File: src/rtl/display_scan_ctrl.sv
// display_scan_ctrl: time-multiplexed digit scanner that shares one BCD-to-7-segment decoder.
// Revision 1.0 - initial release.
`default_nettype none

module display_scan_ctrl #(
  parameter int DIGITS       = 6,
  parameter int DWELL_CYCLES = 1024,
  parameter int BLANK_CYCLES = 4
) (
  input  logic                  clk,
  input  logic                  rst_n,
  input  logic [4*DIGITS-1:0]   digits_bcd,
  input  logic [DIGITS-1:0]     digit_en,
  input  logic [DIGITS-1:0]     blink_mask,
  input  logic                  blink_tick,
  input  logic                  lz_suppress,
  output logic [3:0]            bcd,
  output logic                  bcd_en,
  output logic [DIGITS-1:0]     digit_sel,
  output logic                  frame_start
);

  localparam int MAX_CYC = (DWELL_CYCLES > BLANK_CYCLES) ? DWELL_CYCLES : BLANK_CYCLES;
  localparam int CNT_W   = (MAX_CYC > 1) ? $clog2(MAX_CYC) : 1;
  localparam int IDX_W   = $clog2(DIGITS);

  localparam logic [CNT_W-1:0]  DWELL_LAST = CNT_W'(DWELL_CYCLES - 1);
  localparam logic [CNT_W-1:0]  BLANK_LAST = CNT_W'(BLANK_CYCLES - 1);
  localparam logic [IDX_W-1:0]  IDX_LAST   = IDX_W'(DIGITS - 1);
  localparam logic [DIGITS-1:0] SEL_ONE    = DIGITS'(1);

  typedef enum logic [0:0] {
    ST_BLANK = 1'b0,
    ST_SHOW  = 1'b1
  } state_t;

  state_t             state;
  logic [IDX_W-1:0]   idx;
  logic [CNT_W-1:0]   cnt;
  logic               blink_phase;

  logic [3:0]         snap_digit [DIGITS];
  logic [DIGITS-1:0]  snap_en;
  logic [DIGITS-1:0]  snap_blink;
  logic               snap_lz;

  logic               frame_pulse;
  logic [DIGITS-1:1]  zero_upto;
  logic [DIGITS-1:0]  lz_flag;

  // The reset state is itself the frame-start condition.
  assign frame_pulse = (state == ST_BLANK) && (idx == '0) && (cnt == '0);

  always_ff @(posedge clk or negedge rst_n) begin
    if (!rst_n) begin
      state       <= ST_BLANK;
      idx         <= '0;
      cnt         <= '0;
      blink_phase <= 1'b0;
      snap_en     <= '0;
      snap_blink  <= '0;
      snap_lz     <= 1'b0;
      for (int i = 0; i < DIGITS; i++) begin
        snap_digit[i] <= 4'd0;
      end
    end else begin
      if (blink_tick) begin
        blink_phase <= ~blink_phase;
      end

      if (frame_pulse) begin
        snap_en    <= digit_en;
        snap_blink <= blink_mask;
        snap_lz    <= lz_suppress;
        for (int i = 0; i < DIGITS; i++) begin
          snap_digit[i] <= digits_bcd[4*i +: 4];
        end
      end

      case (state)
        ST_BLANK: begin
          if (cnt == BLANK_LAST) begin
            state <= ST_SHOW;
            cnt   <= '0;
          end else begin
            cnt <= cnt + 1'b1;
          end
        end
        ST_SHOW: begin
          if (cnt == DWELL_LAST) begin
            state <= ST_BLANK;
            cnt   <= '0;
            idx   <= (idx == IDX_LAST) ? '0 : idx + 1'b1;
          end else begin
            cnt <= cnt + 1'b1;
          end
        end
        default: begin
          state <= ST_BLANK;
          cnt   <= '0;
          idx   <= '0;
        end
      endcase
    end
  end

  // zero_upto[i]: snapshot digits i..DIGITS-1 are all zero.
  for (genvar i = 1; i < DIGITS; i++) begin : g_lz
    if (i == DIGITS - 1) begin : g_top
      assign zero_upto[i] = (snap_digit[i] == 4'd0);
    end else begin : g_mid
      assign zero_upto[i] = (snap_digit[i] == 4'd0) && zero_upto[i+1];
    end
    assign lz_flag[i] = snap_lz && zero_upto[i];
  end
  assign lz_flag[0] = 1'b0;

  always_comb begin
    digit_sel = '0;
    bcd       = 4'd0;
    bcd_en    = 1'b0;
    if (state == ST_SHOW) begin
      digit_sel = SEL_ONE << idx;
      bcd       = snap_digit[idx];
      bcd_en    = snap_en[idx] && !lz_flag[idx] && !(blink_phase && snap_blink[idx]);
    end
  end

  assign frame_start = frame_pulse;

endmodule

`default_nettype wire

File: config.mk
export PLATFORM = sky130hd
export DESIGN_NAME = display_scan_ctrl
export DESIGN_NICKNAME = d
export VERILOG_FILES = /design/src/rtl/display_scan_ctrl.sv
export SDC_FILE = /design/constraint.sdc
export NUM_CORES = 1
export LEC_CHECK = 0
export BUFFER_PORTS_ARGS = -buffer_cell sky130_fd_sc_hd__buf_2
export CORE_ASPECT_RATIO = 1.1
export CORE_MARGIN = 8
export CORE_UTILIZATION = 50
export DETAILED_ROUTE_END_ITERATION = 7
export HOLD_SLACK_MARGIN = 0.05
export PLACE_DENSITY = 0.82
export REMOVE_ABC_BUFFERS = 1
export SLEW_MARGIN = 40
export SYNTH_ARGS = -nofsm -noshare
export SYNTH_HDL_FRONTEND = slang
export SYNTH_SLANG_ARGS = --single-unit
File: constraint.sdc
create_clock -name clk -period 2.07 [get_ports clk]
set_input_delay 0.3105 -clock clk [delete_from_list [all_inputs] [get_ports clk]]
set_output_delay 0.3105 -clock clk [all_outputs]
set_load 0.02 [all_outputs]
==> impl_results.md <==
* Leak at around 1.4 nW
* Crit path cell chain: mux2_4 > a2111o_1 > a222oi_1 > o31a_1 > buf_6
* PwrDens at just under 600 nW/um2
* First-pass GRT wire length at between 10000 and 15000 um
* CP max stage cell: dfrtp_1
* WL final at around 5800 um
* Tcrit/Tclk final at 113%
* I/O pins at between 50 and 60
* Crit. End Element: output port
* Slew margin rel. at around three quarters
* Syn_area_per_cell at about 12 um2
* Tmin final at ~2.3 ns
* Post-synth EDFFs at 0
* # DRC at 0
* CP arrival at between 2 and 2.5 ns
* Crit Path Category: flip-flop to output port
* Hold Crit Class: input pin to flip-flop
* Peak supply drop at approximately 350 uV
* CP max FO at 2
* GRT overflow at 0
* Crit-path max cell delay at about 0.40 ns
* Initial core utilization at around half
* Via density at 5.69
* Die X at approximately 84 um
* Detailed-route via count at 1900
* Post-Syn Area at 2540 um2
* Worst Skew at 0.0110 ns
* Final Max Slew Viols at 0
* Hold Vio Cnt, Final at 0
* Required @ worst endpoint at ~1.8 ns
* Fillers at about 390
* Die area at roughly 7600 um2
* Layout cells sized above 1 at between 30 and 40%
* CTS clk-pin slew, worst paths at 0.09 ns
* Row cnt at 27
* Max Cap Violations at 0
* RD Place Congestion at 0.779
* GRT Overall Usage at 16.1%
* Ys async rst share at 100%
* Distinct cell type count after synthesis at 43
* Core ar. at slightly below 5000 um2
* Largest net degree at the start of global routing at 28
* Root Buffer: clkbuf_8
* Initial antenna violation count at 0
* DR pass1 iterations at 4
* Synth Flop Type: dfrtp_1
* Routed len/inst at ~17 um
* Layout area overhead at 23.0%
* Mapped Cells at between 200 and 250
* Setup Viol. Count Final at 3
* Yosys warnings at 0
* Failing checks: setup timing
* Outcome: finished, violations left
* Number of CTS-inserted buffers at 5
* Buffers on Ports at 51
* Crit start category: flip-flop
* Clk Latency, worst-skew pair at roughly 0.30 ns
* Clock tree buffer depth at 2
* Antenna Violating Nets Remaining at 0
* F_max at ~430 MHz
* Nets at ~320
* H-tree depth at 2
* Sequential-to-total area share from yosys stat at 51.3%
* 1st-iter DRT viols at 105
* Post-Place Cells at 319
* Die Height at just over 90 um
* RSZ-0062 raised after global routing: yes
* Number of global-route vias before repair at between 2000 and 2500
* CTS tree: yes
* Ant diodes at 0
* DPL Wire Length at 4260 um
* Slew at the pin closest to its max-slew limit at a little under 0.4 ns
* PnR worst setup slack at -0.265 ns
* Final instance count without filler cells at around 330
* Synthesis-stage register bit count at 52
* Area of placed instances at a little under 3000 um2
* Cell area after layout at 3120 um2
* Sink Count at 52
## layout make-up
cell class / instances / area (um2) / share of cell area (%)
multi-input combinational: 133 / 1140 / 36.6
inverter: 13 / 48.8 / 1.56
clock inverter: 1 / 5.00 / 0.160
timing repair buffer: 71 / 475 / 15.2
clock buffer: 6 / 72.6 / 2.33
tap: 58 / 72.6 / 2.33
sequential: 52 / 1300 / 41.7
## sequential cells by signal (all words and copies together) (netlist names)
register and count:
snap_blink 6, snap_en 6, state 1, idx 3, snap_lz 1, snap_digit 24, blink_phase 1, cnt 10
## kinds of logic after synthesis
logic type                 after synthesis  share of synthesized area [%]
xor gates and xnor gates                 7                           2.42
AOI/OAI and AO/OA                       29                           7.75
DFF                                     52                           51.3
muxes                                   45                           22.2
adders and majority gates                3                           1.48
buffers and inverters                   23                           4.49
and+or+nand+nor                         49                           10.3
## cells in the mapped netlist, drive strengths merged, types with 3 or more instances
master / count / area (um2)
ha: 3 / 37.5
nor2: 8 / 30.0
a22oi: 4 / 30.0
clkbuf: 4 / 15.0
and2: 3 / 18.8
a21oi: 4 / 20.0
dfrtp: 52 / 1300
nor3: 4 / 30.0
buf: 6 / 50.0
a31oi: 3 / 18.8
mux2: 39 / 443
nand2: 11 / 41.3
nand3: 8 / 40.0
o21ai: 8 / 40.0
mux4: 4 / 101
xnor2: 5 / 43.8
nor4: 4 / 25.0
inv: 13 / 48.8
## through the flow
stage          power (mW)  hold WS [ns]  setup slack (ns)  setup TNS, ns  util [%]
2_1_floorplan        1.19        0.0149             -1.09         -40.15         -
3_3_place_gp         1.28         0.325            0.0107              0      58.6
3_5_place_dp         1.29         0.328           -0.0203        -0.0203      58.6
4_1_cts              1.84         0.177            -0.275         -0.482      62.4
5_1_grt              1.91         0.177            -0.417          -1.04      62.8
6_report             1.81         0.183            -0.265         -0.389      62.8
## critical path: cells and delay by family (launching register included)
family | cells | cell delay (ns)
buffers and inverters | 1 | 0.13
muxes | 1 | 0.29
DFF | 1 | 0.40
AOI/OAI and AO/OA | 3 | 0.91
## report_power, final
group	switching, mW	internal, mW	total [mW]
combinational	0.0732	0.0891	0.162
sequential	0.0462	1.06	1.11
clock	0.308	0.231	0.538
## placed cells by master (no fill, tap or decap), types with 3 or more instances in the layout
cell type,n
dfrtp_1,51
buf_6,4
a31oi_1,3
nor2_1,7
mux2_2,16
xnor2_1,5
and2_1,3
nand2_1,11
o21ai_0,7
buf_4,15
clkbuf_8,5
a21oi_1,4
a22oi_1,4
nand3_1,8
inv_1,13
ha_1,3
buf_2,48
mux2_1,22
## layer usage
layer	part of all wire [%]	wire (um)	vias up	global-route usage, %
li1	-	-	882	-
met1	42	2420	941	19.1
met2	50	2910	64	26.5
met3	5.5	318	13	3.52
met4	2.7	157	0	8.79
met5	0	0	-	0
## path summary, 6_finish.rpt
path	slack (ns)	to	cells after the start	from
worst min-delay path	0.18	blink_phase	2	blink_tick
worst min register to register	0.49	snap_en[2]	1	snap_en[2]
worst max register to register	0.09	snap_blink[4]	7	state
max in group asynchronous	1.19	idx[1]	3	rst_n
worst max-delay path	-0.27	bcd_en	5	idx[0]
min in group asynchronous	0.59	snap_digit[3]	3	rst_n
## timing repair
| action | 4_1_cts | 5_1_grt |
|---|---|---|
| setup endpoints to repair | 7 | 34 |
| hold buffers | 1 | 0 |
| gates cloned | 1 | 0 |
| pin swaps | 3 | 0 |
| setup buffers | 4 | 2 |
| resized for setup | 10 | 8 |
| endpoints found under the hold margin | 52 | 0 |
No activity file was read; power rests on OpenSTA's default activity.
